--- config.mk ---
export PLATFORM = sky130hd
export DESIGN_NAME = mul_hilo_seq
export DESIGN_NICKNAME = d
export VERILOG_FILES = /design/src/rtl/mul_hilo_seq_pkg.sv /design/src/rtl/mul_hilo_seq_alu_mul.sv /design/src/rtl/mul_hilo_seq.sv
export SDC_FILE = /design/constraint.sdc
export NUM_CORES = 2
export LEC_CHECK = 0
export BUFFER_PORTS_ARGS = -buffer_cell sky130_fd_sc_hd__buf_2
export CAP_MARGIN = 40
export CORE_MARGIN = 5
export CORE_UTILIZATION = 64
export CTS_CLUSTER_DIAMETER = 80
export CTS_CLUSTER_SIZE = 20
export DETAILED_ROUTE_END_ITERATION = 16
export GPL_TIMING_DRIVEN = 0
export PLACE_DENSITY = 0.83
export SLEW_MARGIN = 20
export SYNTH_ARGS = -nofsm -noshare
export SYNTH_HDL_FRONTEND = slang
export SYNTH_SLANG_ARGS = --single-unit
--- constraint.sdc ---
create_clock -name clk -period 12.4 [get_ports clk]
set_input_delay 0 -clock clk [delete_from_list [all_inputs] [get_ports clk]]
set_output_delay 0 -clock clk [all_outputs]
set_load 0.03 [all_outputs]
--- src/rtl/mul_hilo_seq_pkg.sv ---
`default_nettype none
// ----------------------------------------------------------------------------
// mul_hilo_seq_pkg : state encoding and sizing constants for mul_hilo_seq
// Revision 1.0
// ----------------------------------------------------------------------------
package mul_hilo_seq_pkg;

  localparam int HL_W        = 32;
  localparam int MUL_LAT_MIN = 1;
  localparam int MUL_LAT_MAX = 15;

  typedef enum logic [1:0] {
    ST_IDLE = 2'd0,
    ST_WAIT = 2'd1,
    ST_DONE = 2'd2
  } state_e;

endpackage
`default_nettype wire

--- src/rtl/mul_hilo_seq_alu_mul.sv ---
`default_nettype none
// ----------------------------------------------------------------------------
// mul_hilo_seq_alu_mul : combinational 32x32 signed multiplier, 64-bit product
// Revision 1.0
// ----------------------------------------------------------------------------
module mul_hilo_seq_alu_mul
  import mul_hilo_seq_pkg::*;
(
  input  logic [HL_W-1:0]   a,
  input  logic [HL_W-1:0]   b,
  output logic [2*HL_W-1:0] p
);

  logic [2*HL_W-1:0] a_ext;
  logic [2*HL_W-1:0] b_ext;

  // Low 64 bits of the product of sign-extended operands is the exact signed product.
  assign a_ext = {{HL_W{a[HL_W-1]}}, a};
  assign b_ext = {{HL_W{b[HL_W-1]}}, b};
  assign p     = a_ext * b_ext;

endmodule
`default_nettype wire

--- src/rtl/mul_hilo_seq.sv ---
`default_nettype none
// ----------------------------------------------------------------------------
// mul_hilo_seq : multicycle HI/LO sequencer around a combinational multiplier
// Revision 1.0
// ----------------------------------------------------------------------------
module mul_hilo_seq
  import mul_hilo_seq_pkg::*;
#(
  parameter int MUL_LAT = 2
) (
  input  logic            clk,
  input  logic            clr,
  input  logic            start,
  input  logic [31:0]     a_in,
  input  logic [31:0]     b_in,
  input  logic            mthi,
  input  logic            mtlo,
  input  logic [31:0]     bus_in,
  output logic            busy,
  output logic            done,
  output logic [31:0]     hi_out,
  output logic [31:0]     lo_out
);

  localparam logic [3:0] CNT_LOAD = 4'(MUL_LAT - 1);

  state_e            state_q, state_d;
  logic [3:0]        cnt_q, cnt_d;
  logic [HL_W-1:0]   op_a_q, op_a_d;
  logic [HL_W-1:0]   op_b_q, op_b_d;
  logic [HL_W-1:0]   hi_q, hi_d;
  logic [HL_W-1:0]   lo_q, lo_d;
  logic [2*HL_W-1:0] prod;

  // op_a/op_b -> prod -> hi/lo is a MUL_LAT-cycle multicycle path.
  mul_hilo_seq_alu_mul alu_mul (
    .a (op_a_q),
    .b (op_b_q),
    .p (prod)
  );

  always_comb begin
    state_d = state_q;
    cnt_d   = cnt_q;
    op_a_d  = op_a_q;
    op_b_d  = op_b_q;
    hi_d    = hi_q;
    lo_d    = lo_q;
    case (state_q)
      ST_IDLE, ST_DONE: begin
        if (mthi) hi_d = bus_in;
        if (mtlo) lo_d = bus_in;
        if (start) begin
          op_a_d  = a_in;
          op_b_d  = b_in;
          cnt_d   = CNT_LOAD;
          state_d = ST_WAIT;
        end else begin
          state_d = ST_IDLE;
        end
      end
      ST_WAIT: begin
        if (cnt_q != 4'd0) begin
          cnt_d = cnt_q - 4'd1;
        end else begin
          {hi_d, lo_d} = prod;
          state_d      = ST_DONE;
        end
      end
      default: state_d = ST_IDLE;
    endcase
  end

  always_ff @(posedge clk or posedge clr) begin
    if (clr) begin
      state_q <= ST_IDLE;
      cnt_q   <= 4'd0;
      op_a_q  <= '0;
      op_b_q  <= '0;
      hi_q    <= '0;
      lo_q    <= '0;
    end else begin
      state_q <= state_d;
      cnt_q   <= cnt_d;
      op_a_q  <= op_a_d;
      op_b_q  <= op_b_d;
      hi_q    <= hi_d;
      lo_q    <= lo_d;
    end
  end

  assign busy   = (state_q == ST_WAIT);
  assign done   = (state_q == ST_DONE);
  assign hi_out = hi_q;
  assign lo_out = lo_q;

endmodule
`default_nettype wire

Yosys cells after proc, flatten, opt, wreduce, memory -nomap -nowiden
Cells that the tools add are included.
Widths: inputs -> output; s select.
Operators by class
  multiplexer cells: 12
  $mul: 1
  equality and inequality tests: 7
  reduce and logical (&&, ||, !) cells: 8
  add/sub/neg operators: 1
Operators by type and width (count)
  $mux 32: 4
  $pmux 32 s2: 2
  $mul 32x32->64: 1
  $reduce_and 3->1: 3
  $mux 4: 2
  $ne 2x2->1 const B: 4
  $pmux 4 s2: 1
  $pmux 2 s2: 1
  $reduce_bool 4->1: 1
  $sub 4x1->4 const B: 1
  $eq 2x1->1 const B: 1
  $eq 2x2->1 const B: 1
  $logic_not 2->1: 1
  $mux 2: 1
  $ne 2x1->1 const B: 1
  $reduce_and 2->1: 1
  $reduce_bool 2->1: 1
  $reduce_or 2->1: 1
  $mux 1: 1
Storage, ports and cells
  input port bits: 101
  word-level logic and storage cells: 35
  bits in registers: 134

Logic depth before layout (Yosys ltp)
  depth after elaboration: 4
  depth in mapped cells: 28
  depth with buffers taken out: 27

By module
A second synthesis with hierarchy kept.
Unflattened totals
  cells, all modules: 4480
  area, all modules: 41885.2 µm²
Modules (own cells, without submodules)
  mul_hilo_seq_alu_mul: cells each 3882, instances 1, area each 36264.8 µm²
  mul_hilo_seq: cells each 598, instances 1, area each 5620.4 µm²

Worst setup path after synthesis
No wires, ideal clock.
  path type: flip-flop to flip-flop
  from: register op_a_q[31]
  to: register hi_q[30] (netlist: hi_out[30])
  cell stages (with the launch flop): 24
  slack: 4642 ps
  data required time: 12257 ps
  arrival: 7616 ps
  cell sequence: dfrtp_1 -> clkbuf_1 -> nand2_1 -> inv_1 -> fa_1 -> fa_1 -> fa_1 -> fa_1 -> inv_1 -> fa_1 -> inv_1 -> fa_1 -> fa_1 -> fa_1 -> ha_1 -> nor2b_1 -> o21a_1 -> nor4_1 -> o41a_1 -> o21ai_2 -> a221o_1 -> a221oi_2 -> xor2_1 -> o221ai_1
Between the ends
  word-level cells in the longest chain between the ends: 3
Ends and longest elaborated chain
  start, declared: line mul_hilo_seq.sv:29  | logic [HL_W-1:0] op_a_q, op_a_d;
  start signal, assigned: line mul_hilo_seq.sv:85  | op_a_q <= op_a_d;
  $mul 32x32->64: line mul_hilo_seq_alu_mul.sv:20  | assign p = a_ext * b_ext;
  $mux 32: line mul_hilo_seq.sv:63  | if (cnt_q != 4'd0) begin
  $pmux 32 s2: line mul_hilo_seq.sv:49  | case (state_q)
  end signal, assigned: line mul_hilo_seq.sv:87  | hi_q <= hi_d;
  end, declared: line mul_hilo_seq.sv:31  | logic [HL_W-1:0] hi_q, hi_d;
No other way between the ends. The select of a mux whose other input is x is not followed.
A chain may end at the register's enable or synchronous reset.

Worst setup path after layout
  from: register op_a_q[16]
  to: register hi_q[25] (netlist: hi_out[25])
Same word-level chain as after synthesis.

==> results.sh <==
export IMPL_final_max_slew_viol_count=0
export IMPL_h_tree_depth=4
export IMPL_ys_warnings_count=0
export IMPL_cts_resized=0
export IMPL_hold_viol=0
export IMPL_dp_hpwl_um=129000
export IMPL_drive_gt1_share_pct=5.59
export IMPL_synth_area_per_cell_um2=9.28
export IMPL_antenna_found_initial=16
export IMPL_cts_hold_buf=101
export IMPL_clock_latency_ps=480
export IMPL_tns_ps=0
export IMPL_fmax_ghz=0.103
export IMPL_antenna_left=0
export IMPL_crit_fanout=8
export IMPL_required_ps=12720
export IMPL_synthFlopType="dfrtp_1"
export IMPL_crit_family="adder cells"
export IMPL_cts_tree="built"
export IMPL_hold_class="in -> reg"
export IMPL_drtIter0Drc=4393
export IMPL_post_route_drc_count=0
export IMPL_syn_inst=4473
export IMPL_first_global_vias=37100
export IMPL_cts_sinks=134
export IMPL_ys_types=57
export IMPL_place_gp_congestion=1.08
export IMPL_layout_commonest_cell="fa_1"
export IMPL_vias_per_cell=6.11
export IMPL_die_h_um=265
export IMPL_ioPinCount=167
export IMPL_cts_root_buf="clkbuf_16"
export IMPL_timing_slew_headroom_pct=31.9
export IMPL_seq_area_frac_synth_pct=8.08
export IMPL_synth_edf_count=0
export IMPL_fill_cells=4740
export IMPL_wl_per_cell_um=27.2
export IMPL_cp_cell_sequence="clkbuf_1 > buf_6 > nand2_1 > fa_1 > fa_1 > fa_1 > fa_1 > inv_1 > fa_1 > fa_1 > fa_1 > fa_1 > ha_1 > clkbuf_1 > a21oi_1 > o21ai_0 > and3_1 > a211oi_1 > nand2_1 > a211oi_1 > a31oi_1 > a21oi_1 > xor2_1 > a21oi_1"
export IMPL_clockBufferDepth=2
export IMPL_maxCapViolations=0
export IMPL_port_buffers=166
export IMPL_cts_clk_slew_worst_paths_ps=70
export IMPL_fin_worst_skew_ps=23.0
export IMPL_async_flop_share_pct=100
export IMPL_core_mm2=0.0643
export IMPL_rsz0062_at_grt="false"
export IMPL_tightest_slew_ps=1020
export IMPL_critPathBufInv=4
export IMPL_fin_crit_ps=9680
export IMPL_synth_area_top_cells="fa_1, inv_1, dfrtp_1, and2_1, nand2_1"
export IMPL_cp_arrival_ps=10000
export IMPL_areaGrowthSynthToFinish_pct=10.4
export IMPL_layout_common_cells="fa_1, inv_1, nand2_1, and2_1, clkbuf_1"
export IMPL_grt_max_degree=82
export IMPL_synth_top_area_share_pct=52.2
export IMPL_ys_ff_latch=134
export IMPL_synth_nets=5842
export IMPL_vias=34800
export IMPL_start_util_pct=64.5
export IMPL_synth_top_cell_by_area="fa_1"
export IMPL_routed_wl_um=155000
export IMPL_die_width_um=265
export IMPL_finalCritPeriodShare_pct=78.0
export IMPL_final_nets=6190
export IMPL_start_kind="flop"
export IMPL_post_cts_buffers=0
export IMPL_die_area_mm2=0.0700
export IMPL_cp_slowest_cell="dfrtp_1"
export IMPL_dr_pass1_iters=11
export IMPL_critPathMaxStageDelay_ps=820
export IMPL_grtUsageTotal_pct=45.0
export IMPL_timing_worst_setup_path_type="reg -> reg"
export IMPL_grt_ovfl_total=0
export IMPL_setup_viol=0
export IMPL_cts_made_buffers=17
export IMPL_core_rowCount=93
export IMPL_syn_area_mm2=0.0415
export IMPL_post_route_util_pct=71.2
export IMPL_end_kind="flop"
export IMPL_status="finished, final reports clean"
export IMPL_grt_pass1_wl_um=230000
export IMPL_path_common_cell="fa_1"
==> synth_stat cells (all sizes together), types with 4 or more instances <==
| cell type | count |
|---|---|
| o21ai | 55 |
| clkbuf | 236 |
| a32oi | 4 |
| o21a | 8 |
| a21oi | 95 |
| buf | 11 |
| o221ai | 6 |
| a211oi | 9 |
| nor3 | 14 |
| nor2b | 11 |
| or3 | 7 |
| a31oi | 34 |
| nand3 | 8 |
| a21o | 30 |
| o211ai | 8 |
| nand2b | 14 |
| nor2 | 109 |
| nand4 | 20 |
| and3 | 11 |
| xor2 | 31 |
| xnor2 | 39 |
| fa | 1082 |
| mux2i | 4 |
| dfrtp | 134 |
| inv | 947 |
| o31ai | 4 |
| o22ai | 5 |
| and2 | 515 |
| ha | 186 |
| nand2 | 790 |
| o21bai | 12 |
==> metrics by stage <==
| step | setup slack (ps) | std cells | area, um2 | hold WS (ps) |
|---|---|---|---|---|
| detailed placement | 3020 | 5534 | 43900 | 59.5 |
| global route | 2540 | 5691 | 45800 | 56.3 |
| finish | 2720 | 5704 | 45800 | 32.7 |
| CTS | 2980 | 5667 | 45500 | 14.2 |
| global placement | 3090 | 5494 | 43400 | 190 |
| floorplan | 4640 | 4473 | 41500 | 105 |
==> cell type report <==
class | instances | area, um2 | area share (%)
diodes | 15 | 37.5 | 0.0819
clock buffers | 18 | 439 | 0.959
clock inverters | 14 | 158 | 0.344
plain buffers | 247 | 930 | 2.03
flip-flops and latches | 134 | 3350 | 7.32
repair buffers | 329 | 2590 | 5.66
inverters | 948 | 3570 | 7.78
well taps | 855 | 1070 | 2.34
multi-input cells | 3144 | 33700 | 73.5
==> worst min-delay path: stages <==
cell	delay (ps)
buf_2	130
nor2b_1	140
nand2_1	80
nand4_1	90
==> cells by family after synthesis <==
logic type      share of synthesized area (%)
buf+inv                                  10.8
fa+ha+maj                                57.8
mux                                     0.124
flops                                    8.08
compound gates                           4.37
xor+xnor                                 1.48
simple gates                             17.3
==> sequential cells by signal, summed over array words and instances, names as in the netlist <==
signal,flops
cnt_q,4
hi_out,32
lo_out,32
op_a_q,32
op_b_q,32
state_q,2
==> routing by layer <==
layer | part of all wire [%] | track usage, %
met1 | 32 | 53.3
met2 | 44 | 67.2
met3 | 13 | 15.5
met4 | 11 | 36.0
met5 | 0.032 | 0
==> path summary, 6_finish.rpt <==
| path | cells after the start | to | from | slack, ps |
|---|---|---|---|---|
| hold reg to reg | 2 | hi_out[14] | hi_out[14] | 470 |
| setup reg to reg | 24 | hi_out[25] | op_a_q[16] | 2720 |
| min in group asynchronous | 3 | hi_out[0] | clr | 100 |
| hold / removal | 4 | hi_out[16] | mthi | 30 |
| max in group asynchronous | 4 | op_a_q[12] | clr | 11450 |
| setup / recovery | 24 | hi_out[25] | op_a_q[16] | 2720 |
Power is not shown: default switching activity piles up to over one toggle a cycle in this logic, so the estimate is an artifact.
